`src/rtl/y86_decode_regid.sv`:
```
// y86_decode_regid: decode-stage register IDs (srcA/srcB/destE/destM) for the pipelined Y86-64, registered once per clock.
module y86_decode_regid #(
   parameter logic [3:0] RNONE = 4'hF,
   parameter logic [3:0] RRSP  = 4'h4
) (
   input  logic       clock_i,
   input  logic       reset_i,
   input  logic [3:0] icode_i,
   input  logic       cnd_i,
   input  logic [3:0] ra_i,
   input  logic [3:0] rb_i,
   output logic [3:0] srca_o,
   output logic [3:0] srcb_o,
   output logic [3:0] destm_o,
   output logic [3:0] deste_o
);
   logic [3:0] srca_d, srcb_d, destm_d, deste_d;
   logic [3:0] srca_q, srcb_q, destm_q, deste_q;
   always_comb begin
      srca_d  = (icode_i inside {4'h2, 4'h4, 4'h6, 4'hA}) ? ra_i :
                (icode_i inside {4'h9, 4'hB}) ? RRSP : RNONE;
      srcb_d  = (icode_i inside {4'h4, 4'h5, 4'h6}) ? rb_i :
                (icode_i inside {4'h8, 4'h9, 4'hA, 4'hB}) ? RRSP : RNONE;
      // cmovXX writes back only when the condition holds
      deste_d = (icode_i == 4'h2) ? (cnd_i ? rb_i : RNONE) :
                (icode_i inside {4'h3, 4'h6}) ? rb_i :
                (icode_i inside {4'h8, 4'h9, 4'hA, 4'hB}) ? RRSP : RNONE;
      destm_d = (icode_i inside {4'h5, 4'hB}) ? ra_i : RNONE;
   end
   always_ff @(posedge clock_i) begin
      if (reset_i) begin
         srca_q  <= RNONE;
         srcb_q  <= RNONE;
         destm_q <= RNONE;
         deste_q <= RNONE;
      end else begin
         srca_q  <= srca_d;
         srcb_q  <= srcb_d;
         destm_q <= destm_d;
         deste_q <= deste_d;
      end
   end
   assign srca_o  = srca_q;
   assign srcb_o  = srcb_q;
   assign destm_o = destm_q;
   assign deste_o = deste_q;
endmodule

```
`config.mk`:
```
export PLATFORM = sky130hd
export DESIGN_NAME = y86_decode_regid
export DESIGN_NICKNAME = d
export VERILOG_FILES = /design/src/rtl/y86_decode_regid.sv
export SDC_FILE = /design/constraint.sdc
export NUM_CORES = 1
export LEC_CHECK = 0
export CELL_PAD_IN_SITES_DETAIL_PLACEMENT = 1
export CELL_PAD_IN_SITES_GLOBAL_PLACEMENT = 1
export CORE_AREA = 2 2 51 53
export CTS_CLUSTER_SIZE = 10
export DETAILED_ROUTE_END_ITERATION = 10
export DIE_AREA = 0 0 53 55
export GPL_ROUTABILITY_DRIVEN = 0
export PLACE_DENSITY_LB_ADDON = 0.1
export SYNTH_ARGS = -nofsm -noshare
export SYNTH_HDL_FRONTEND = slang
export SYNTH_SLANG_ARGS = --single-unit
```
`constraint.sdc`:
```
create_clock -name clock_i -period 1.1 [get_ports clock_i]
set_clock_uncertainty 0.05 [all_clocks]
set_input_delay 0.22 -clock clock_i [delete_from_list [all_inputs] [get_ports clock_i]]
set_output_delay 0.22 -clock clock_i [all_outputs]
set_load 0.02 [all_outputs]
```
==> flow_summary.toml, run 1 <==
[synthesis]
syn_avg_cell_area_sq_um = 9.58
synth_compound_area_share_pct = 18.2
yosys_warnings = 0
synthAdderAreaFrac_pct = 0
synth_area_leader_cell = "dfxtp_1"
synthTopCellsByArea = "dfxtp_1 (52%), nor2b_1 (5.1%), o21bai_1 (4.9%)"
synth_top_area_share_pct = 52.2
ys_types = 20
synthSimpleGateAreaFrac_pct = 28.4
syn_nets = 79
ys_ff_latch = 16
syn_area_sq_um = 613
synth_top_family_by_area = "simple AND/OR/NAND/NOR gates"
syn_inst = 64
muxShareOfSynthArea_pct = 0
synthXorXnorAreaFrac_pct = 0
seq_area_frac_synth_pct = 52.2

[global_routing]
grtUsageTotal_pct = 13.7
grt_pass1_vias = 581
grt-ovfl-total = 0
grt_max_degree = 13
grt_pass1_wl_microns = 2770
antenna_found_initial = 0

[pwr]
power.switching_uw = 309
vdd_ir_drop_max_v = 0.000798
switching_share_pct = 25.0
seq_power_share_pct = 49.1
powerDensity_mw_per_mm2 = 1200
combPwrFrac_pct = 19.2
p_leak_uw = 0.000423
p_total_uw = 1240
clock_power_share_pct = 31.7
internal_power_uw = 927

[clock_network]
numCtsBuffers = 3
clkTransAtPathRegs_ns = 0.09
cts_setup_buffers = 0
clk_path_buf_depth = 2
clock-root-buffer = "clkbuf_4"
clock-sinks = 16
h-tree-depth = 1
cts_tree = "yes"
cts_hold_buffers = 0

[sta]
setup_slack_ns = 0.0499
timing.final.crit_share_pct = 95.5
rsz0062_at_grt = "false"
fin_crit_ns = 1.05
hold_ws_ns = 0.333
slew_viol_final = 0
fmax_ghz = 0.952
hold_viol = 0
maxSlewHeadroom_pct = 83.3
setup_viol = 0
worstMarginPinSlew_ns = 0.251

[critical_path]
crit_type = "in -> reg"
start_kind = "input pin"
arrival_ns = 1.18
critPathMaxFanout = 5
endpoint_kind = "register"
required_ns = 1.23

[placed_design]
io_buffers = 30
place_hpwl_microns = 1290
pre_cts_slack_ns = -0.650
dpl_cell_area_sq_mm = 0.00105

[finish]
antennaDiodeCount = 0
nets = 127
stdcell_area_sq_mm = 0.00103
drive_above_1_share_pct = 38.7
area_delta_synth_final_pct = 68.0
utilization_pct = 43.5

[detailed_routing]
drt-wirelength-per-cell_microns = 11.8
wl_microns = 1660
drt_pre_antenna_iters = 1
drcViolationCount = 0
vias = 602
final_antenna_net_count = 0
via_per_inst = 4.27
drt_iter0_drc = 0

[floorplanning]
die_h_microns = 55
die_w_microns = 53
dieArea_sq_mm = 0.00292
initial_core_util_pct = 25.9
coreArea_sq_mm = 0.00236
num_rows = 18
top_level_ports = 31

[worst_hold_path]
hold_path_class = "in -> reg"

[run]
cap_violations = 0

[run_status]
status = "finished, final reports clean"
==> cell usage after synthesis (all sizes together) <==
master / instances
o21bai: 4
and2: 1
nand2: 3
a21o: 3
or3b: 1
a21oi: 4
nor2: 5
dfxtp: 16
nor2b: 5
nand3b: 1
clkbuf: 1
inv: 1
a2111oi: 1
or3: 3
nor3: 5
nand2b: 4
or2b: 2
o21ai: 4
==> timing repair <==
item,in CTS,in global routing
gates resized for setup,73,5
setup endpoints to repair,32,7
pin swaps,2,1
hold endpoints to repair,0,0
==> cell families after synthesis <==
logic type / Yosys count
flops: 16
simple gates: 30
buf+inv: 2
compound gates: 16
==> cell type report <==
class                      count  area (sq um)
sequential                    16           320
multi-input combinational     46           317
tap                           30          37.5
fill                         296          1340
clock buffer                   4          36.3
timing repair buffer          44           315
inverter                       1          3.75
==> critical path, cell delays in order <==
cell,delay (ns)
dlygate4sd2_1,0.29
or3b_4,0.40
a21oi_4,0.18
nand2b_1,0.09
==> state kept, by name, indices dropped and copies added (netlist names) <==
name and cells:
deste_o 4, destm_o 4, srca_o 4, srcb_o 4
==> worst paths after layout <==
check / startpoint / end / slack (ns) / cells after the start
hold / removal: icode_i[0] / srca_o[2]$_SDFF_PP1_ / 0.33 / 4
setup / recovery: icode_i[1] / destm_o[1]$_SDFF_PP1_ / 0.05 / 4
==> layer usage <==
metal  global-route usage [%]  part of all wire, %  wire length (microns)
met1                     18.2                   48                    796
met2                     20.2                   44                    737
met3                     5.11                  6.8                    113
met4                     5.13                 0.72                     12
met5                        0                    0                      0
==> power groups by stage <==
stage	combinational (uW)	sequential [uW]	clock, uW
2_1_floorplan	60.7	652	0
5_1_grt	260	609	436
3_3_place_gp	256	621	0
6_report	238	607	391
3_5_place_dp	256	622	0
4_1_cts	238	607	416
==> cell usage in the layout, fill, tap and decap left out, types with 4 or more instances in the layout <==
master / n
nand2b_1: 4
o21ai_0: 4
nor2_1: 5
buf_4: 14
nor2b_1: 5
o21bai_1: 4
clkdlybuf4s50_1: 9
buf_2: 16
dfxtp_1: 16
==> stage by stage <==
step           instances  setup TNS, ns
2_1_floorplan         64              0
3_3_place_gp         137          -9.34
4_1_cts              141              0
5_1_grt              141              0
3_5_place_dp         137          -9.55
6_report             141              0
No activity file was read; power rests on OpenSTA's default activity.
==> inputs of run 2 (changes only) <==
--- a/config.mk
+++ b/config.mk
@@ -12,6 +12,7 @@
 export DETAILED_ROUTE_END_ITERATION = 10
 export DIE_AREA = 0 0 53 55
 export GPL_ROUTABILITY_DRIVEN = 0
+export GPL_TIMING_DRIVEN = 0
 export PLACE_DENSITY_LB_ADDON = 0.1
 export SYNTH_ARGS = -nofsm -noshare
 export SYNTH_HDL_FRONTEND = slang
==> flow_summary.toml, run 2 (synthesis results as in run 1) <==
[run_status]
status = "finished, final reports clean"

[worst_hold_path]
hold_path_class = "in -> reg"

[sta]
slew_viol_final = 0
rsz0062_at_grt = "false"
setup_slack_ns = 0.0253
timing.final.crit_share_pct = 97.7
tns_ns = 0
worstMarginPinSlew_ns = 0.381
hold_viol = 0
fmax_ghz = 0.931
fin_crit_ns = 1.07
maxSlewHeadroom_pct = 74.6
setup_viol = 0

[clock_network]
clkTransAtPathRegs_ns = 0.09
clock-root-buffer = "clkbuf_4"
clk_path_buf_depth = 2
clock-sinks = 16
h-tree-depth = 1
cts_setup_buffers = 0
numCtsBuffers = 3
cts_tree = "yes"

[critical_path]
required_ns = 1.24
critPathMaxFanout = 3
crit_chain = "clkdlybuf4s50_1, or3_1, a21o_1"
cpPeakStageDelay_ns = 0.46
arrival_ns = 1.21
crit_family = "buffers and inverters"
crit_type = "in -> reg"
slowest_stage = "clkdlybuf4s50_1"
worst-path-buf-inv = 1
endpoint_kind = "register"
start_kind = "input pin"

[detailed_routing]
vias = 575
drcViolationCount = 0
final_antenna_net_count = 0
drt_pre_antenna_iters = 3
wl_microns = 1720
drt_iter0_drc = 1
via_per_inst = 4.49
drt-wirelength-per-cell_microns = 13.4

[global_routing]
grtUsageTotal_pct = 12.7
grt_pass1_vias = 541
grt-ovfl-total = 0
grt_pass1_wl_microns = 2480
antenna_found_initial = 0
grt_max_degree = 11

[floorplanning]
dieArea_sq_mm = 0.00292
num_rows = 18
die_w_microns = 53
initial_core_util_pct = 25.9
coreArea_sq_mm = 0.00236
die_h_microns = 55
top_level_ports = 31

[finish]
layout_common_cells = "buf_2 (18), dfxtp_1 (16), clkdlybuf4s50_1 (8), nor2_1 (5)"
stdcell_area_sq_um = 941
nets = 114
area_delta_synth_final_pct = 53.5
antennaDiodeCount = 0
drive_above_1_share_pct = 33.7
final_common_cell = "buf_2"
final_cells = 128

[placed_design]
pre_cts_slack_ns = -0.763
place_hpwl_microns = 1170
dpl_cell_area_sq_um = 951
dp.cells = 124
io_buffers = 30

[pwr]
p_leak_uw = 0.000363
powerDensity_mw_per_mm2 = 1280
p_total_uw = 1200
vdd_ir_drop_max_v = 0.000719

[run]
cap_violations = 0
[run 2: timing repair]
action,in CTS,in global routing
pin swaps,3,1
hold buffers,0,0
endpoints found under the setup margin,32,11
gates resized for setup,83,7
hold endpoints to repair,0,0
[run 2: path summary, 6_finish.rpt]
path / to / slack (ns) / from / cells after the start
worst max-delay path: srca_o[0]$_SDFF_PP1_ / 0.03 / ra_i[0] / 3
worst min-delay path: srca_o[2]$_SDFF_PP1_ / 0.25 / icode_i[0] / 3
[run 2: cell type report]
class,instances,area [sq um]
Fill cell,282,1420
Multi-Input combinational cell,46,324
Sequential cell,16,320
Timing Repair Buffer,30,214
Tap cell,30,37.5
Clock buffer,4,36.3
Buffer,1,5.00
Inverter,1,3.75
[run 2: per-stage QoR]
stage | hold slack [ns] | utilization, %
finish | 0.247 | 39.8
global route | 0.266 | 39.8
CTS | 0.313 | 39.8
detailed placement | 0.768 | 40.2
global placement | 0.764 | 40.2
floorplan | 0.268 | -
[run 2: routing by layer]
| layer | GRT usage (%) | part of all wire [%] | vias up |
|---|---|---|---|
| met1 | 14.7 | 42 | 264 |
| met2 | 20.2 | 49 | 18 |
| li1 | - | - | 289 |
| met3 | 2.69 | 6.0 | 4 |
| met4 | 10.3 | 3.1 | 0 |
| met5 | 0 | 0 | - |
[run 2: report_power, final]
group / internal [uW] / total, uW / switching, uW
Combinational: 94.8 / 208 / 113
Clock: 202 / 390 / 189
Sequential: 602 / 606 / 4.23
